[src/rtl/rat_ctrl_pkg.sv]
// Shared types for the RAT MCU sequencer: control bundle, state encoding and mux selects.
package rat_ctrl_pkg;

    typedef struct packed {
        logic       PC_LD;
        logic       PC_INC;
        logic [1:0] PC_MUX_SEL;
        logic       ALU_OPY_SEL;
        logic [3:0] ALU_SEL;
        logic       RF_WR;
        logic [1:0] RF_WR_SEL;
        logic       SP_LD;
        logic       SP_INCR;
        logic       SP_DECR;
        logic       SCR_WE;
        logic [1:0] SCR_ADDR_SEL;
        logic       SCR_DATA_SEL;
        logic       FLG_C_SET;
        logic       FLG_C_CLR;
        logic       FLG_C_LD;
        logic       FLG_Z_LD;
        logic       FLG_LD_SEL;
        logic       FLG_SHAD_LD;
        logic       I_SET;
        logic       I_CLR;
        logic       IO_STRB;
        logic       RST;
    } ctrl_t;

    typedef enum logic [2:0] {
        ST_INIT      = 3'd0,
        ST_FETCH     = 3'd1,
        ST_EXEC      = 3'd2,
        ST_WAIT      = 3'd3,
        ST_INTERRUPT = 3'd4
    } state_t;

    localparam logic [1:0] PC_MUX_IMM   = 2'd0;
    localparam logic [1:0] PC_MUX_STACK = 2'd1;
    localparam logic [1:0] PC_MUX_VEC   = 2'd2;

    localparam logic [1:0] SCR_ADDR_REG    = 2'd0;
    localparam logic [1:0] SCR_ADDR_IMM    = 2'd1;
    localparam logic [1:0] SCR_ADDR_SP     = 2'd2;
    localparam logic [1:0] SCR_ADDR_SP_DEC = 2'd3;

    localparam logic [1:0] RF_WR_ALU = 2'd0;
    localparam logic [1:0] RF_WR_SP  = 2'd1;
    localparam logic [1:0] RF_WR_SCR = 2'd2;
    localparam logic [1:0] RF_WR_IN  = 2'd3;

    localparam ctrl_t CTRL_ZERO = '0;

    // Keep mux selects stable while a scratch read settles; drop every enable.
    function automatic ctrl_t ctrl_sel_only(input ctrl_t c);
        ctrl_t r;
        r              = CTRL_ZERO;
        r.SCR_ADDR_SEL = c.SCR_ADDR_SEL;
        r.RF_WR_SEL    = c.RF_WR_SEL;
        r.PC_MUX_SEL   = c.PC_MUX_SEL;
        r.ALU_SEL      = c.ALU_SEL;
        r.ALU_OPY_SEL  = c.ALU_OPY_SEL;
        return r;
    endfunction

endpackage

[src/rtl/rat_seq_ctrl_irq_prio.sv]
// Interrupt edge capture, pending register and fixed-priority vector select (index 0 wins).
module rat_irq_prio #(
    parameter int             NUM_IRQ  = 4,
    parameter int             PC_W     = 10,
    parameter logic [PC_W-1:0] VEC_BASE = 10'h3FF
) (
    input  logic               CLK,
    input  logic               RESET,
    input  logic [NUM_IRQ-1:0] INTR,
    input  logic [NUM_IRQ-1:0] ACK,
    output logic [NUM_IRQ-1:0] PEND,
    output logic [NUM_IRQ-1:0] SEL,
    output logic [PC_W-1:0]    VEC
);

    logic [NUM_IRQ-1:0] intr_q;

    // A fresh edge beats the acknowledge that clears the same bit.
    always_ff @(posedge CLK) begin
        if (RESET) begin
            intr_q <= '0;
            PEND   <= '0;
        end else begin
            intr_q <= INTR;
            PEND   <= (PEND & ~ACK) | (INTR & ~intr_q);
        end
    end

    always_comb begin
        SEL = '0;
        VEC = '0;
        for (int i = NUM_IRQ - 1; i >= 0; i--) begin
            if (PEND[i]) begin
                SEL    = '0;
                SEL[i] = 1'b1;
                VEC    = VEC_BASE - PC_W'(i);
            end
        end
    end

endmodule

[src/rtl/rat_seq_ctrl.sv]
// RAT MCU sequencer: phase-gates the decoded control bundle, adds scratch-read wait states
// and vectored prioritised interrupts. RAT_ILLEGAL_TRAP_EN turns illegal opcodes into a trap.
module rat_seq_ctrl
    import rat_ctrl_pkg::*;
#(
    parameter int              NUM_IRQ  = 4,
    parameter int              PC_W     = 10,
    parameter logic [PC_W-1:0] VEC_BASE = 10'h3FF,
    parameter int              MEM_WAIT = 0
) (
    input  logic               CLK,
    input  logic               RESET,
    input  logic [NUM_IRQ-1:0] INTR,
    input  logic               I_FLAG,
    input  ctrl_t              DEC_CTRL,
    input  logic               DEC_MEM_RD,
    input  logic               DEC_ILLEGAL,
    output ctrl_t              CTRL,
    output logic [PC_W-1:0]    IRQ_VEC,
    output logic [NUM_IRQ-1:0] IRQ_ACK,
    output logic [NUM_IRQ-1:0] IRQ_PEND
);

`ifdef RAT_ILLEGAL_TRAP_EN
    localparam bit TRAP_EN = 1'b1;
`else
    localparam bit TRAP_EN = 1'b0;
`endif

    localparam bit              HAS_WAIT  = (MEM_WAIT > 0);
    localparam logic [2:0]      WAIT_LOAD = 3'(MEM_WAIT - 1);
    localparam logic [PC_W-1:0] TRAP_VEC  = VEC_BASE - PC_W'(NUM_IRQ);

    state_t             state;
    logic [2:0]         wait_cnt;
    logic               trap_q;
    logic [NUM_IRQ-1:0] irq_sel;
    logic [PC_W-1:0]    irq_vec;
    logic               take_irq;
    logic               exec_wait;
    logic               illegal_trap;

    assign take_irq     = (|IRQ_PEND) && I_FLAG;
    assign exec_wait    = DEC_MEM_RD && HAS_WAIT && !DEC_ILLEGAL;
    assign illegal_trap = DEC_ILLEGAL && TRAP_EN;

    rat_irq_prio #(
        .NUM_IRQ  (NUM_IRQ),
        .PC_W     (PC_W),
        .VEC_BASE (VEC_BASE)
    ) u_prio (
        .CLK   (CLK),
        .RESET (RESET),
        .INTR  (INTR),
        .ACK   (IRQ_ACK),
        .PEND  (IRQ_PEND),
        .SEL   (irq_sel),
        .VEC   (irq_vec)
    );

    always_ff @(posedge CLK) begin
        if (RESET) begin
            state    <= ST_INIT;
            wait_cnt <= '0;
            trap_q   <= 1'b0;
        end else begin
            case (state)
                ST_INIT:  state <= ST_FETCH;
                ST_FETCH: state <= ST_EXEC;
                ST_EXEC: begin
                    if (illegal_trap) begin
                        state  <= ST_INTERRUPT;
                        trap_q <= 1'b1;
                    end else if (exec_wait) begin
                        state    <= ST_WAIT;
                        wait_cnt <= WAIT_LOAD;
                    end else begin
                        state <= take_irq ? ST_INTERRUPT : ST_FETCH;
                    end
                end
                ST_WAIT: begin
                    if (wait_cnt != 3'd0)
                        wait_cnt <= wait_cnt - 3'd1;
                    else
                        state <= take_irq ? ST_INTERRUPT : ST_FETCH;
                end
                ST_INTERRUPT: begin
                    state  <= ST_FETCH;
                    trap_q <= 1'b0;
                end
                default: state <= ST_INIT;
            endcase
        end
    end

    always_comb begin
        CTRL    = CTRL_ZERO;
        IRQ_ACK = '0;
        IRQ_VEC = '0;
        case (state)
            ST_INIT:  CTRL.RST    = 1'b1;
            ST_FETCH: CTRL.PC_INC = 1'b1;
            ST_EXEC: begin
                if (DEC_ILLEGAL)
                    CTRL.RST = !TRAP_EN;
                else if (exec_wait)
                    CTRL = ctrl_sel_only(DEC_CTRL);
                else
                    CTRL = DEC_CTRL;
            end
            ST_WAIT: CTRL = (wait_cnt != 3'd0) ? ctrl_sel_only(DEC_CTRL) : DEC_CTRL;
            ST_INTERRUPT: begin
                CTRL.PC_LD        = 1'b1;
                CTRL.PC_MUX_SEL   = PC_MUX_VEC;
                CTRL.SCR_DATA_SEL = 1'b1;
                CTRL.SCR_WE       = 1'b1;
                CTRL.SCR_ADDR_SEL = SCR_ADDR_SP_DEC;
                CTRL.SP_DECR      = 1'b1;
                CTRL.I_CLR        = 1'b1;
                CTRL.FLG_SHAD_LD  = 1'b1;
                if (trap_q) begin
                    IRQ_VEC = TRAP_VEC;
                end else begin
                    IRQ_ACK = irq_sel;
                    IRQ_VEC = irq_vec;
                end
            end
            default: ;
        endcase
    end

endmodule

[config.mk]
export PLATFORM = sky130hd
export DESIGN_NAME = rat_seq_ctrl
export DESIGN_NICKNAME = d
export VERILOG_FILES = /design/src/rtl/rat_ctrl_pkg.sv /design/src/rtl/rat_seq_ctrl_irq_prio.sv /design/src/rtl/rat_seq_ctrl.sv
export SDC_FILE = /design/constraint.sdc
export NUM_CORES = 1
export LEC_CHECK = 0
export ABC_AREA = 1
export BUFFER_PORTS_ARGS = -buffer_cell sky130_fd_sc_hd__buf_2
export CORE_MARGIN = 10
export CORE_UTILIZATION = 42
export DETAILED_ROUTE_END_ITERATION = 12
export PLACE_DENSITY = 0.86
export SETUP_SLACK_MARGIN = 0.3
export SYNTH_ARGS = -nofsm -noshare
export SYNTH_HDL_FRONTEND = slang
export SYNTH_SLANG_ARGS = --single-unit
[constraint.sdc]
create_clock -name CLK -period 3.9 [get_ports CLK]
set_input_delay 0.39 -clock CLK [delete_from_list [all_inputs] [get_ports CLK]]
set_output_delay 0.39 -clock CLK [all_outputs]
set_load 0.02 [all_outputs]
Word-level counts from Yosys, hierarchy flattened
Index checks and enable logic that the tools add are counted.
Word-level totals
  output and inout port bits: 47
  register bits after elaboration: 14
  input port bits: 38
  logic and storage cells: 48
Operators by class
  equal/unequal tests: 5
  reductions and logical operators: 6
  add/sub/neg operators: 1
  mux-type cells: 27
  bitwise logic cells: 5
Operators by type and width (count)
  10-bit two-way mux: 5
  29-bit two-way mux: 1
  28-bit two-way mux: 1
  4-bit two-way mux: 5
  10-bit case mux with 2 select lines: 1
  1-bit case mux with 3 select lines: 5
  5-bit case mux with 3 select lines: 1
  3-bit case mux with 4 select lines: 1
  5-bit case mux with 2 select lines: 1
  4-bit bitwise AND: 2
  4-bit NOT: 2
  3-bit by 2-bit == test with 1-bit output, second input constant: 2
  3-bit two-way mux: 2
  2-bit case mux with 3 select lines: 1
  4-bit OR: 1
  1-bit case mux with 2 select lines: 2
  4-bit OR reduction: 1
  3-bit by 1-bit == test with 1-bit output, second input constant: 1
  3-bit == test, second input constant: 1
  3-bit logical NOT: 1
  3-bit nonzero test: 1
  3-bit by 1-bit subtractor with 3-bit output, second input constant: 1
  2-bit != test, second input constant: 1
  2-bit AND reduction: 1
  other kinds (3): 3

Depth between registers and ports, before layout
  depth in word-level cells: 8
  mapped depth: 8
  gate-level depth less buffers: 7

By module
A second synthesis with hierarchy kept.
Unflattened totals
  cell total of the unflattened synthesis: 207
  area total of the unflattened synthesis: 1138.6 µm²
Modules (own cells, without submodules)
  rat_seq_ctrl: area each 755.7 µm², cells each 154, instances 1, seq. area each 120.1 µm²
  rat_irq_prio: area each 382.9 µm², cells each 53, instances 1, seq. area each 160.2 µm²

Least setup slack after synthesis
No wires, ideal clock.
  kind: flip-flop to output port
  start point: register state[0]
  end point: output IRQ_VEC[3]
  buffers on the path: 2
  path slack: 1.887 ns
  arrival: 1.623 ns
  data required time: 3.510 ns
  stages on the path, launching flop included: 6
  cell sequence: dfxtp_1 -> buf_4 -> nor2_1 -> nand2_1 -> a31oi_1 -> buf_4
On the way
  word-level cells in the longest chain between the ends: 2
RTL lines
  start: declaration: RTL line rat_seq_ctrl.sv:34  | state_t state;
  start signal: assignment: RTL line rat_seq_ctrl.sv:78  | state <= take_irq ? ST_INTERRUPT : ST_FETCH;
  start signal: assignment: RTL line rat_seq_ctrl.sv:85  | state <= take_irq ? ST_INTERRUPT : ST_FETCH;
  3-bit == test: RTL line rat_seq_ctrl.sv:100  | case (state)
  10-bit two-way mux: RTL line rat_seq_ctrl.sv:100
  end: declaration: RTL line rat_seq_ctrl.sv:19  | output logic [PC_W-1:0] IRQ_VEC,
Every way passes these cells.

Worst setup path after layout
  start point: register state[0]
  end point: output IRQ_VEC[9]
The elaborated chain is that of the path after synthesis.

==> flow_summary.ini <==
[synthesis]
synth_ff_type = dfxtp_1
yosys-top-cells-count = nand2_1 (33), inv_1 (29), nand3_1 (28), nor2_1 (28), dfxtp_1 (14)
synth.top_cell.area_share = 0.261
synth_fp_nets = 219
ys_warn_count = 0
yosysTopAreaCell = dfxtp_1
yosysMostFrequentCell = nand2_1
syn_avg_cell_area_um2 = 6.00
ys_seq_area_frac = 0.261
synth_area_leaders = dfxtp_1 (26%), nand3_1 (13%), nand2_1 (12%)
async_flop_share = 0
synth_area_um2 = 1070
ys_ff_latch = 14
synthCells = 179
synth_edf_count = 0
ys_types = 21

[timing]
slew-limit-headroom = 0.543
fin_skew_ps = 6.82
finalSetupViolCount = 0
slew_viol_final = 0
tightest_slew_ps = 681
hold_slack_ps = 317
min_period_ps = 2310
totalNegativeSetupSlack_ps = 0
finalWorstSetupSlack_ps = 1590
grt_setup_unrepaired = no
fin_crit_sh = 0.592
hold_violations = 0
max_freq_mhz = 433

[job]
maxCapViolations = 0

[power]
p_leak_nw = 0.936
max-vdd-ir-drop_uv = 208
power_density_nw_per_um2 = 279

[global_routing]
grt-ovfl-total = 0
track_usage = 0.122
antenna_found_initial = 0
grt_pass1_vias = 1261
grt_max_degree = 18
grt_pass1_wl_um = 5390

[worst_setup_path]
worstReg2RegStart = state[0]
worst_ep_required_time_ps = 3510
endpoint = IRQ_VEC[9]
cp-start-kind = flop
r2r-end = wait_cnt[2]
setup.worst_path.start = state[0]
crit_chain = nor2_1 > nand2_1 > a31oi_1 > buf_2
critPathMaxStageDelay_ps = 490
cp_max_fo = 17
setup.worst_path.class = flop to output pin
reg2reg_setup_slack_ps = 2460
reg2reg_depth = 5
timing.critical_path.slowest_stage_cell = a31oi_1
arrival_ps = 1920
endpoint_kind = output pin

[place]
place.detailed.hpwl_um = 2740
gp_congestion = 0.770
place_ws_ps = 1840
place_area_um2 = 1430
io_buffers = 83

[clock_tree]
cts_setup_buffers = 0
clkTransAtPathRegs_ps = 90
cts_sinks = 14
insertion_delay_ps = 280
cts_tree = done
ctsResizeCount = 0
numCtsBuffers = 3
clock-root-buffer = clkbuf_4
h-tree-depth = 1
cts_hold_buf = 0
clock_path_buffers = 2

[route]
drt-initial-drc-count = 49
via_per_inst = 4.66
postRouteAntennaNets = 0
drc = 0
routed_wirelength_um = 3250
wl_per_cell_um = 11.5
first_pass_iters = 4
vias = 1320

[finish]
stdcell_area_um2 = 1470
n_antenna_cell = 0
area_growth_pct = 36.9
drive_gt1_frac = 0.372
final_nets = 294

[status]
outcome = finished clean

[floorplan]
die_h_um = 70.6
io_pins = 85
die_w_um = 70.6
initial_core_util = 0.437
fp.coreArea_um2 = 2450
fp-row-count = 18
die_area_um2 = 4980

[hold_path]
hp-class = input pin to flop
[logic make-up (layout without fill, tap and decap cells)]
family	after synthesis	after routing	synth area share
fa+ha+maj	2	2	0.0233
flops	14	14	0.261
simple gates	95	95	0.387
buf+inv	46	120	0.202
compound gates	22	22	0.127
[layer usage]
| layer | global-route usage | part of all wire |
|---|---|---|
| met5 | 0 | 0 |
| met4 | 0.0280 | 0.0049 |
| met3 | 0.0446 | 0.096 |
| met2 | 0.216 | 0.50 |
| met1 | 0.136 | 0.40 |
[flip-flops by register name, indices dropped and copies added (netlist names)]
name           flops
state              3
u_prio.PEND        4
u_prio.intr_q      4
wait_cnt           3
[critical path, delay by kind of cell (launching register included)]
family / cells / cell delay, ps
and+or+nand+nor: 2 / 500
AOI/OAI and AO/OA: 1 / 490
DFF: 1 / 390
buffers and inverters: 1 / 250
[placed cells by master, fill, tap and decap left out, types with 3 or more instances in the layout]
cell type,n
a21boi_1,10
a21oi_1,5
buf_2,83
clkbuf_4,3
dfxtp_1,14
inv_1,29
inv_2,3
nand2_1,33
nand3_1,28
nor2_1,28
o21ai_0,3
o21ai_1,3
[power by group]
part	internal (W)	total, W	leakage [nW]	switching [W]
clock	0.0000568	0.000103	0.0210	0.0000460
sequential	0.000153	0.000163	0.116	0.00000996
combinational	0.0000519	0.000145	0.800	0.0000927
total	0.000261	0.000410	0.936	0.000149
[stage by stage]
stage,instances,utilization,power (W)
finish,283,0.599,0.000410
global route,283,0.599,0.000439
CTS,283,0.599,0.000414
detailed placement,279,0.584,0.000312
global placement,279,0.584,0.000310
floorplan,179,-,0.000264
[worst min path at each step]
| stage | from | end | slack, ps | cells past startpoint |
|---|---|---|---|---|
| CTS | INTR[0] | u_prio.intr_q[0] | 320 | 3 |
| global placement | u_prio.intr_q[1] | u_prio.PEND[1] | 440 | 3 |
| finish | INTR[0] | u_prio.intr_q[0] | 320 | 3 |
| detailed placement | u_prio.intr_q[1] | u_prio.PEND[1] | 450 | 3 |
| global route | INTR[2] | u_prio.intr_q[2] | 320 | 3 |
| floorplan | u_prio.intr_q[3] | u_prio.PEND[3] | 430 | 3 |
[cell type report]
| class | count | area (um2) |
|---|---|---|
| Timing Repair Buffer | 83 | 415 |
| Inverter | 33 | 124 |
| Fill cell | 259 | 985 |
| Multi-Input combinational cell | 119 | 577 |
| Sequential cell | 14 | 280 |
| Tap cell | 30 | 37.5 |
| Clock buffer | 4 | 36.3 |
No activity file was read; power rests on OpenSTA's default activity.
